==> config.mk <==
export PLATFORM = sky130hd
export DESIGN_NAME = crt_parser
export DESIGN_NICKNAME = d
export VERILOG_FILES = /design/src/rtl/crt_parser.sv
export SDC_FILE = /design/constraint.sdc
export NUM_CORES = 1
export LEC_CHECK = 0
export CAP_MARGIN = 10
export CELL_PAD_IN_SITES_DETAIL_PLACEMENT = 1
export CELL_PAD_IN_SITES_GLOBAL_PLACEMENT = 2
export CORE_MARGIN = 2
export CORE_UTILIZATION = 35
export DETAILED_ROUTE_END_ITERATION = 7
export HOLD_SLACK_MARGIN = 0.1
export PLACE_DENSITY = 0.82
export SYNTH_ARGS = -nofsm -noshare
export SYNTH_HDL_FRONTEND = slang
export SYNTH_SLANG_ARGS = --single-unit
==> constraint.sdc <==
create_clock -name clk32 -period 6.4 [get_ports clk32]
set_clock_uncertainty 0.1 [all_clocks]
set_input_delay 1.28 -clock clk32 [delete_from_list [all_inputs] [get_ports clk32]]
set_output_delay 1.28 -clock clk32 [all_outputs]
set_load 0.01 [all_outputs]
==> src/rtl/crt_parser.sv <==
// rtl/crt_parser.sv - streaming .CRT image parser: header/CHIP validation, bank records, payload writes to SDRAM
module crt_parser #(
  parameter logic [23:0] ROM_BASE = 24'h100000,
  parameter logic [23:0] ROM_SPAN = 24'h100000
) (
  input  logic        clk32,
  input  logic        reset,
  input  logic        ioctl_download,
  input  logic        ioctl_wr,
  input  logic [7:0]  ioctl_data,
  output logic        ioctl_wait,
  output logic [23:0] mem_addr,
  output logic [7:0]  mem_data,
  output logic        mem_wr,
  input  logic        mem_ack,
  output logic [15:0] cart_id,
  output logic [7:0]  cart_exrom,
  output logic [7:0]  cart_game,
  output logic [7:0]  cart_bank_type,
  output logic [15:0] cart_bank_num,
  output logic [15:0] cart_bank_laddr,
  output logic [15:0] cart_bank_size,
  output logic [23:0] cart_bank_raddr,
  output logic        cart_bank_wr,
  output logic        cart_loading,
  output logic        cart_attached,
  output logic        crt_err
);
  typedef enum logic [2:0] {IDLE, HDR, CHIP_HDR, DATA, SKIP, ERR} state_t;

  localparam logic [127:0] FILE_SIG = "C64 CARTRIDGE   ";
  localparam logic [31:0]  CHIP_SIG = "CHIP";

  state_t      state_q, state_d;
  logic [31:0] cnt_q, cnt_d, hlen_q, hlen_d, plen_q, plen_d;
  logic [23:0] wptr_q, wptr_d, raddr_q, raddr_d, mem_addr_q, mem_addr_d;
  logic [15:0] id_q, id_d, bnum_q, bnum_d, laddr_q, laddr_d, bsize_q, bsize_d;
  logic [7:0]  exrom_q, exrom_d, game_q, game_d, btype_q, btype_d, mem_data_q, mem_data_d;
  logic        bank_wr_q, bank_wr_d, loading_q, loading_d, attached_q, attached_d;
  logic        err_q, err_d, mem_wr_q, mem_wr_d, dl_q, dl_d, eof_q, eof_d, banks_q, banks_d;

  logic [31:0] hdr_end, need_len, pay_len, skip_len;
  logic [15:0] size_full;
  logic [24:0] end_addr;
  logic [23:0] size_rnd;
  logic [7:0]  sig_byte, chip_byte;
  logic        accept, eof_ok;

  assign hdr_end   = (hlen_q < 32'h40) ? 32'h40 : hlen_q;
  assign size_full = {bsize_q[7:0], ioctl_data};
  assign need_len  = {16'd0, size_full} + 32'd16;
  assign end_addr  = {1'b0, wptr_q} + {9'd0, size_full};
  assign pay_len   = {16'd0, bsize_q} + 32'd16;
  assign skip_len  = plen_q - pay_len;
  // Payload slots are 8 KiB granular, so a short chip still consumes a whole slot.
  assign size_rnd  = ({8'd0, bsize_q} + 24'h001FFF) & 24'hFFE000;
  assign sig_byte  = FILE_SIG[{4'd15 - cnt_q[3:0], 3'b000} +: 8];
  assign chip_byte = CHIP_SIG[{2'd3 - cnt_q[1:0], 3'b000} +: 8];
  assign accept    = ioctl_wr && !mem_wr_q && !eof_q;
  assign eof_ok    = (state_q != ERR) && banks_q &&
                     ((state_q == CHIP_HDR && cnt_q == 32'd0) || state_q == DATA || state_q == SKIP);

  always_comb begin
    state_d = state_q;   cnt_d = cnt_q;       hlen_d = hlen_q;       plen_d = plen_q;
    wptr_d = wptr_q;     raddr_d = raddr_q;   mem_addr_d = mem_addr_q; mem_data_d = mem_data_q;
    id_d = id_q;         exrom_d = exrom_q;   game_d = game_q;       btype_d = btype_q;
    bnum_d = bnum_q;     laddr_d = laddr_q;   bsize_d = bsize_q;
    loading_d = loading_q; attached_d = attached_q; err_d = err_q;
    mem_wr_d = mem_wr_q; eof_d = eof_q;       banks_d = banks_q;
    bank_wr_d = 1'b0;
    dl_d = ioctl_download;
    if (mem_wr_q && mem_ack) mem_wr_d = 1'b0;

    case (state_q)
      IDLE: if (!dl_q && ioctl_download) begin
        attached_d = 1'b0; err_d = 1'b0; wptr_d = 24'd0; banks_d = 1'b0;
        loading_d = 1'b1; state_d = HDR; cnt_d = 32'd0; hlen_d = 32'd0;
      end
      HDR: if (accept) begin
        cnt_d = cnt_q + 32'd1;
        if (cnt_q < 32'd16 && ioctl_data != sig_byte) state_d = ERR;
        else begin
          case (cnt_q)
            32'h10, 32'h11, 32'h12, 32'h13: hlen_d = {hlen_q[23:0], ioctl_data};
            32'h16: id_d[15:8] = ioctl_data;
            32'h17: id_d[7:0]  = ioctl_data;
            32'h18: exrom_d    = ioctl_data;
            32'h19: game_d     = ioctl_data;
            default: ;
          endcase
          if (cnt_q == hdr_end - 32'd1) begin
            state_d = CHIP_HDR; cnt_d = 32'd0;
          end
        end
      end
      CHIP_HDR: if (accept) begin
        cnt_d = cnt_q + 32'd1;
        if (cnt_q < 32'd4 && ioctl_data != chip_byte) state_d = ERR;
        else begin
          case (cnt_q)
            32'd4, 32'd5, 32'd6, 32'd7: plen_d = {plen_q[23:0], ioctl_data};
            32'd9:  btype_d = ioctl_data;
            32'd10, 32'd11: bnum_d  = {bnum_q[7:0], ioctl_data};
            32'd12, 32'd13: laddr_d = {laddr_q[7:0], ioctl_data};
            32'd14, 32'd15: bsize_d = size_full;
            default: ;
          endcase
          if (cnt_q == 32'd15) begin
            cnt_d = 32'd0;
            if (plen_q < need_len) state_d = ERR;
            else begin
              raddr_d = wptr_q; bank_wr_d = 1'b1; banks_d = 1'b1;
              if (end_addr > {1'b0, ROM_SPAN}) state_d = ERR;
              else if (size_full == 16'd0) state_d = (plen_q == 32'd16) ? CHIP_HDR : SKIP;
              else state_d = DATA;
            end
          end
        end
      end
      DATA: if (accept) begin
        mem_wr_d = 1'b1;
        mem_addr_d = ROM_BASE + raddr_q + cnt_q[23:0];
        mem_data_d = ioctl_data;
        cnt_d = cnt_q + 32'd1;
        if (cnt_q == {16'd0, bsize_q} - 32'd1) begin
          wptr_d = raddr_q + size_rnd; cnt_d = 32'd0;
          state_d = (plen_q > pay_len) ? SKIP : CHIP_HDR;
        end
      end
      SKIP: if (accept) begin
        cnt_d = cnt_q + 32'd1;
        if (cnt_q == skip_len - 32'd1) begin
          state_d = CHIP_HDR; cnt_d = 32'd0;
        end
      end
      default: ;
    endcase

    if (state_d == ERR && state_q != ERR) err_d = 1'b1;
    if (state_q != IDLE && dl_q && !ioctl_download) eof_d = 1'b1;
    // The end-of-file verdict waits for any in-flight payload write to retire.
    if (eof_q && !mem_wr_q) begin
      eof_d = 1'b0; state_d = IDLE; loading_d = 1'b0;
      attached_d = eof_ok; err_d = !eof_ok;
    end
  end

  always_ff @(posedge clk32) begin
    if (reset) begin
      state_q <= IDLE;     cnt_q <= 32'd0;    hlen_q <= 32'd0;     plen_q <= 32'd0;
      wptr_q <= 24'd0;     raddr_q <= 24'd0;  mem_addr_q <= 24'd0; mem_data_q <= 8'd0;
      id_q <= 16'd0;       exrom_q <= 8'd0;   game_q <= 8'd0;      btype_q <= 8'd0;
      bnum_q <= 16'd0;     laddr_q <= 16'd0;  bsize_q <= 16'd0;
      bank_wr_q <= 1'b0;   loading_q <= 1'b0; attached_q <= 1'b0;  err_q <= 1'b0;
      mem_wr_q <= 1'b0;    eof_q <= 1'b0;     banks_q <= 1'b0;
      dl_q <= 1'b1;
    end else begin
      state_q <= state_d;  cnt_q <= cnt_d;    hlen_q <= hlen_d;    plen_q <= plen_d;
      wptr_q <= wptr_d;    raddr_q <= raddr_d; mem_addr_q <= mem_addr_d; mem_data_q <= mem_data_d;
      id_q <= id_d;        exrom_q <= exrom_d; game_q <= game_d;   btype_q <= btype_d;
      bnum_q <= bnum_d;    laddr_q <= laddr_d; bsize_q <= bsize_d;
      bank_wr_q <= bank_wr_d; loading_q <= loading_d; attached_q <= attached_d; err_q <= err_d;
      mem_wr_q <= mem_wr_d; eof_q <= eof_d;   banks_q <= banks_d;
      dl_q <= dl_d;
    end
  end

  assign ioctl_wait      = mem_wr_q;
  assign mem_wr          = mem_wr_q;
  assign mem_addr        = mem_addr_q;
  assign mem_data        = mem_data_q;
  assign cart_id         = id_q;
  assign cart_exrom      = exrom_q;
  assign cart_game       = game_q;
  assign cart_bank_type  = btype_q;
  assign cart_bank_num   = bnum_q;
  assign cart_bank_laddr = laddr_q;
  assign cart_bank_size  = bsize_q;
  assign cart_bank_raddr = raddr_q;
  assign cart_bank_wr    = bank_wr_q;
  assign cart_loading    = loading_q;
  assign cart_attached   = attached_q;
  assign crt_err         = err_q;
endmodule

==> flow_metrics.py <==
metrics = {
    "cells_and_area": {
        "num-nets-final": 2607,
        "utilization": 0.416,
        "fin_area_um2": 21800,
        "multiInputGateArea_um2": 12000,
        "area_growth_syn_to_layout_pct": 17.8,
        "drive_gt1_frac": 0.0591,
        "final_common_cell": "nand2_1",
        "mostFrequentLayoutCells": "nand2_1, nor2_1, dfxtp_1",
        "final-seq-area_um2": 5510,
        "fill_cells": 6365,
        "diodes": 0,
    },
    "clock_tree": {
        "clkLatencyLatePin_ns": 0.56,
        "clockBufferDepth": 3,
        "post-cts-setup-buffer-count": 0,
        "numCtsBuffers": 36,
        "cts_hold_buf": 0,
        "clkSlewWorstSetupHoldPaths_ns": 0.06,
        "cts.repair.resized": 0,
        "cts-root-buf": "clkbuf_16",
        "cts_tree": "built",
        "clock-sinks": 275,
        "htree_levels": 2,
    },
    "sta": {
        "setup_tns_ns": 0,
        "drv_slew": 0,
        "min_period_ns": 5.88,
        "hold_violations": 0,
        "clock.fmax_mhz": 170,
        "setup_violations": 0,
        "worstMarginPinSlew_ns": 1.19,
        "finalCritPeriodShare": 0.919,
        "maxSlewHeadroom": 0.205,
        "rsz0062_at_grt": "no",
    },
    "synth": {
        "syn_inst": 2417,
        "synth-main-ff-cell": "dfxtp_1",
        "synth-seq-cells": 275,
        "syn_area_um2": 18500,
        "ys_seq_area_frac": 0.297,
        "yosys_warnings": 0,
        "synth_edf_count": 0,
        "avgSynthCellArea_um2": 7.66,
        "ys_types": 88,
        "async_reset_ff_frac": 0,
        "syn_nets": 2545,
    },
    "floorplan": {
        "rows": 84,
        "ios": 163,
        "dieArea_um2": 54700,
        "die_y_um": 234,
        "core-area_um2": 52400,
        "die_width_um": 234,
        "initial_core_util": 0.353,
    },
    "grt": {
        "grt_max_degree": 107,
        "met3_usage": 0.0315,
        "use_met2": 0.441,
        "antenna_found_initial": 0,
        "grt-busiest-layer": "met2",
        "track_usage": 0.263,
        "grt_pass1_wl_um": 112000,
        "grt.overflow.total": 0,
        "met1_usage": 0.354,
        "grt_pass1_vias": 18800,
    },
    "setup_path": {
        "crit_start": "hlen_q[6]",
        "slowest_stage": "or4_4",
        "timing.rr.start": "hlen_q[6]",
        "crit_cells": 19,
        "critical-path-max-stage-delay_ns": 0.56,
        "cp-end-kind": "register",
        "cp_top_family": "simple AND/OR/NAND/NOR gates",
        "timing.critical_path.cells": "or4_1 > or4_4 > or2_0 > buf_4 > nand2_1 > ha_1 > nor4b_1 > nand4b_1 > a211oi_1 > o21ai_0 > o2bb2a_1 > nor4b_1 > nand4_1 > nor4_2 > buf_4 > nor2_1 > or4_1 > nand4_1 > o21ai_1",
        "cp.arrival_ns": 6.22,
        "critPathMaxFanout": 10,
        "cp.required_ns": 6.74,
        "cp-start-kind": "register",
        "worst-setup-path-type": "register to register",
        "r2r_cells": 19,
        "path_buf_inv": 2,
    },
    "drt": {
        "initialDrtViolationCount": 1152,
        "drt-vias-per-instance": 5.70,
        "ant_nets": 0,
        "dr.pass1.iters": 7,
        "vias": 18200,
        "drc": 0,
        "routed_wl_um": 71400,
        "post_drt_wl_per_cell_um": 22.4,
    },
    "job": {
        "cap_violations": 0,
    },
    "worst_hold_path": {
        "min_from": "mem_addr[13]",
        "hold_class": "register to register",
        "min_path_cells": 2,
    },
    "run_status": {
        "run_status": "completed",
    },
    "placed_design": {
        "gp_congestion": 0.887,
        "place_area_um2": 20600,
        "hpwlAfterDp_um": 52500,
        "numPortBuffers": 162,
    },
    "pwr": {
        "p_total_mw": 4.04,
        "ir_drop_mv": 0.166,
        "power_density_nw_per_um2": 186,
        "p_leak_nw": 8.56,
    },
}
[sequential cells by signal, indices dropped and copies added (netlist names), 3 cells and up]
register and flops:
cart_id 16, cnt_q 32, cart_bank_laddr 16, cart_bank_num 16, cart_bank_type 8, hlen_q 32
cart_bank_size 16, cart_bank_raddr 24, plen_q 32, mem_addr 24, cart_exrom 8, cart_game 8
mem_data 8, wptr_q 24, state_q 3
[final cells by class]
cell class / instances / area share
Inverter: 70 / 0.0121
Clock buffer: 51 / 0.0486
Timing Repair Buffer: 206 / 0.0903
Clock inverter: 13 / 0.00626
Tap cell: 688 / 0.0395
Multi-Input combinational cell: 1890 / 0.551
Sequential cell: 275 / 0.253
[where the power goes]
| group | switching [mW] | leakage, nW | internal (mW) |
|---|---|---|---|
| registers | 0.0140 | 2.21 | 1.72 |
| clock network | 0.817 | 0.591 | 1.24 |
| logic | 0.175 | 5.75 | 0.0802 |
[kinds of logic (layout without fill, tap and decap cells)]
family	Yosys count	in the layout	share of synthesized area
XOR/XNOR	161	161	0.0762
adder cells (fa/ha/maj)	115	115	0.0794
flip-flops	275	275	0.297
buffers and inverters	252	340	0.0552
AND/OR/NAND/NOR	989	989	0.258
multiplexers	90	90	0.0496
AO/OA/AOI/OAI	535	535	0.184
[metrics by stage]
stage	std cells	hold slack [ns]	setup slack, ns
after floorplan	2417	0.361	1.03
after global placement	3129	0.339	0.398
after detailed placement	3129	0.347	0.178
after CTS	3193	0.353	0.587
after global routing	3193	0.365	0.136
final	3193	0.350	0.519
[final timing paths]
| path | endpoint | slack (ns) |
|---|---|---|
| worst max-delay path | crt_err | 0.52 |
| worst min-delay path | mem_addr[13] | 0.35 |
| worst max register to register | crt_err | 0.52 |
| worst min register to register | mem_addr[13] | 0.35 |
[metal layers]
metal	up-vias	routed length, um
met5	-	0
met1	9069	33400
met3	82	2900
met2	382	33400
li1	8674	-
met4	0	1680
[worst register-to-register path: cells and delay by family (launching register included)]
kind,cells,cell delay [ns]
compound gates,4,0.79
fa+ha+maj,1,0.31
buf+inv,2,0.39
flops,1,0.43
simple gates,12,3.74
[cells in the mapped netlist (12+ instances only)]
library cell | n | area share
and3_1 | 30 | 0.010
mux2i_1 | 86 | 0.047
xnor2_1 | 106 | 0.050
nand3_1 | 65 | 0.018
a211oi_1 | 18 | 0.0073
o21ai_0 | 75 | 0.020
nor4_1 | 47 | 0.016
or2_2 | 14 | 0.0047
a31oi_1 | 28 | 0.0095
inv_1 | 70 | 0.014
xor2_1 | 55 | 0.026
nor2b_1 | 30 | 0.010
or3_1 | 15 | 0.0051
clkbuf_1 | 154 | 0.031
nor2_1 | 277 | 0.056
ha_1 | 111 | 0.075
a22oi_1 | 55 | 0.022
o211ai_1 | 14 | 0.0057
nand2b_1 | 36 | 0.012
a21oi_1 | 199 | 0.054
nand2_1 | 299 | 0.061
or4_1 | 23 | 0.0093
nor3_1 | 62 | 0.017
dfxtp_1 | 275 | 0.30
nand4_1 | 27 | 0.0091
a21o_1 | 24 | 0.0097
o21bai_1 | 12 | 0.0049
No activity file was read; power rests on OpenSTA's default activity.
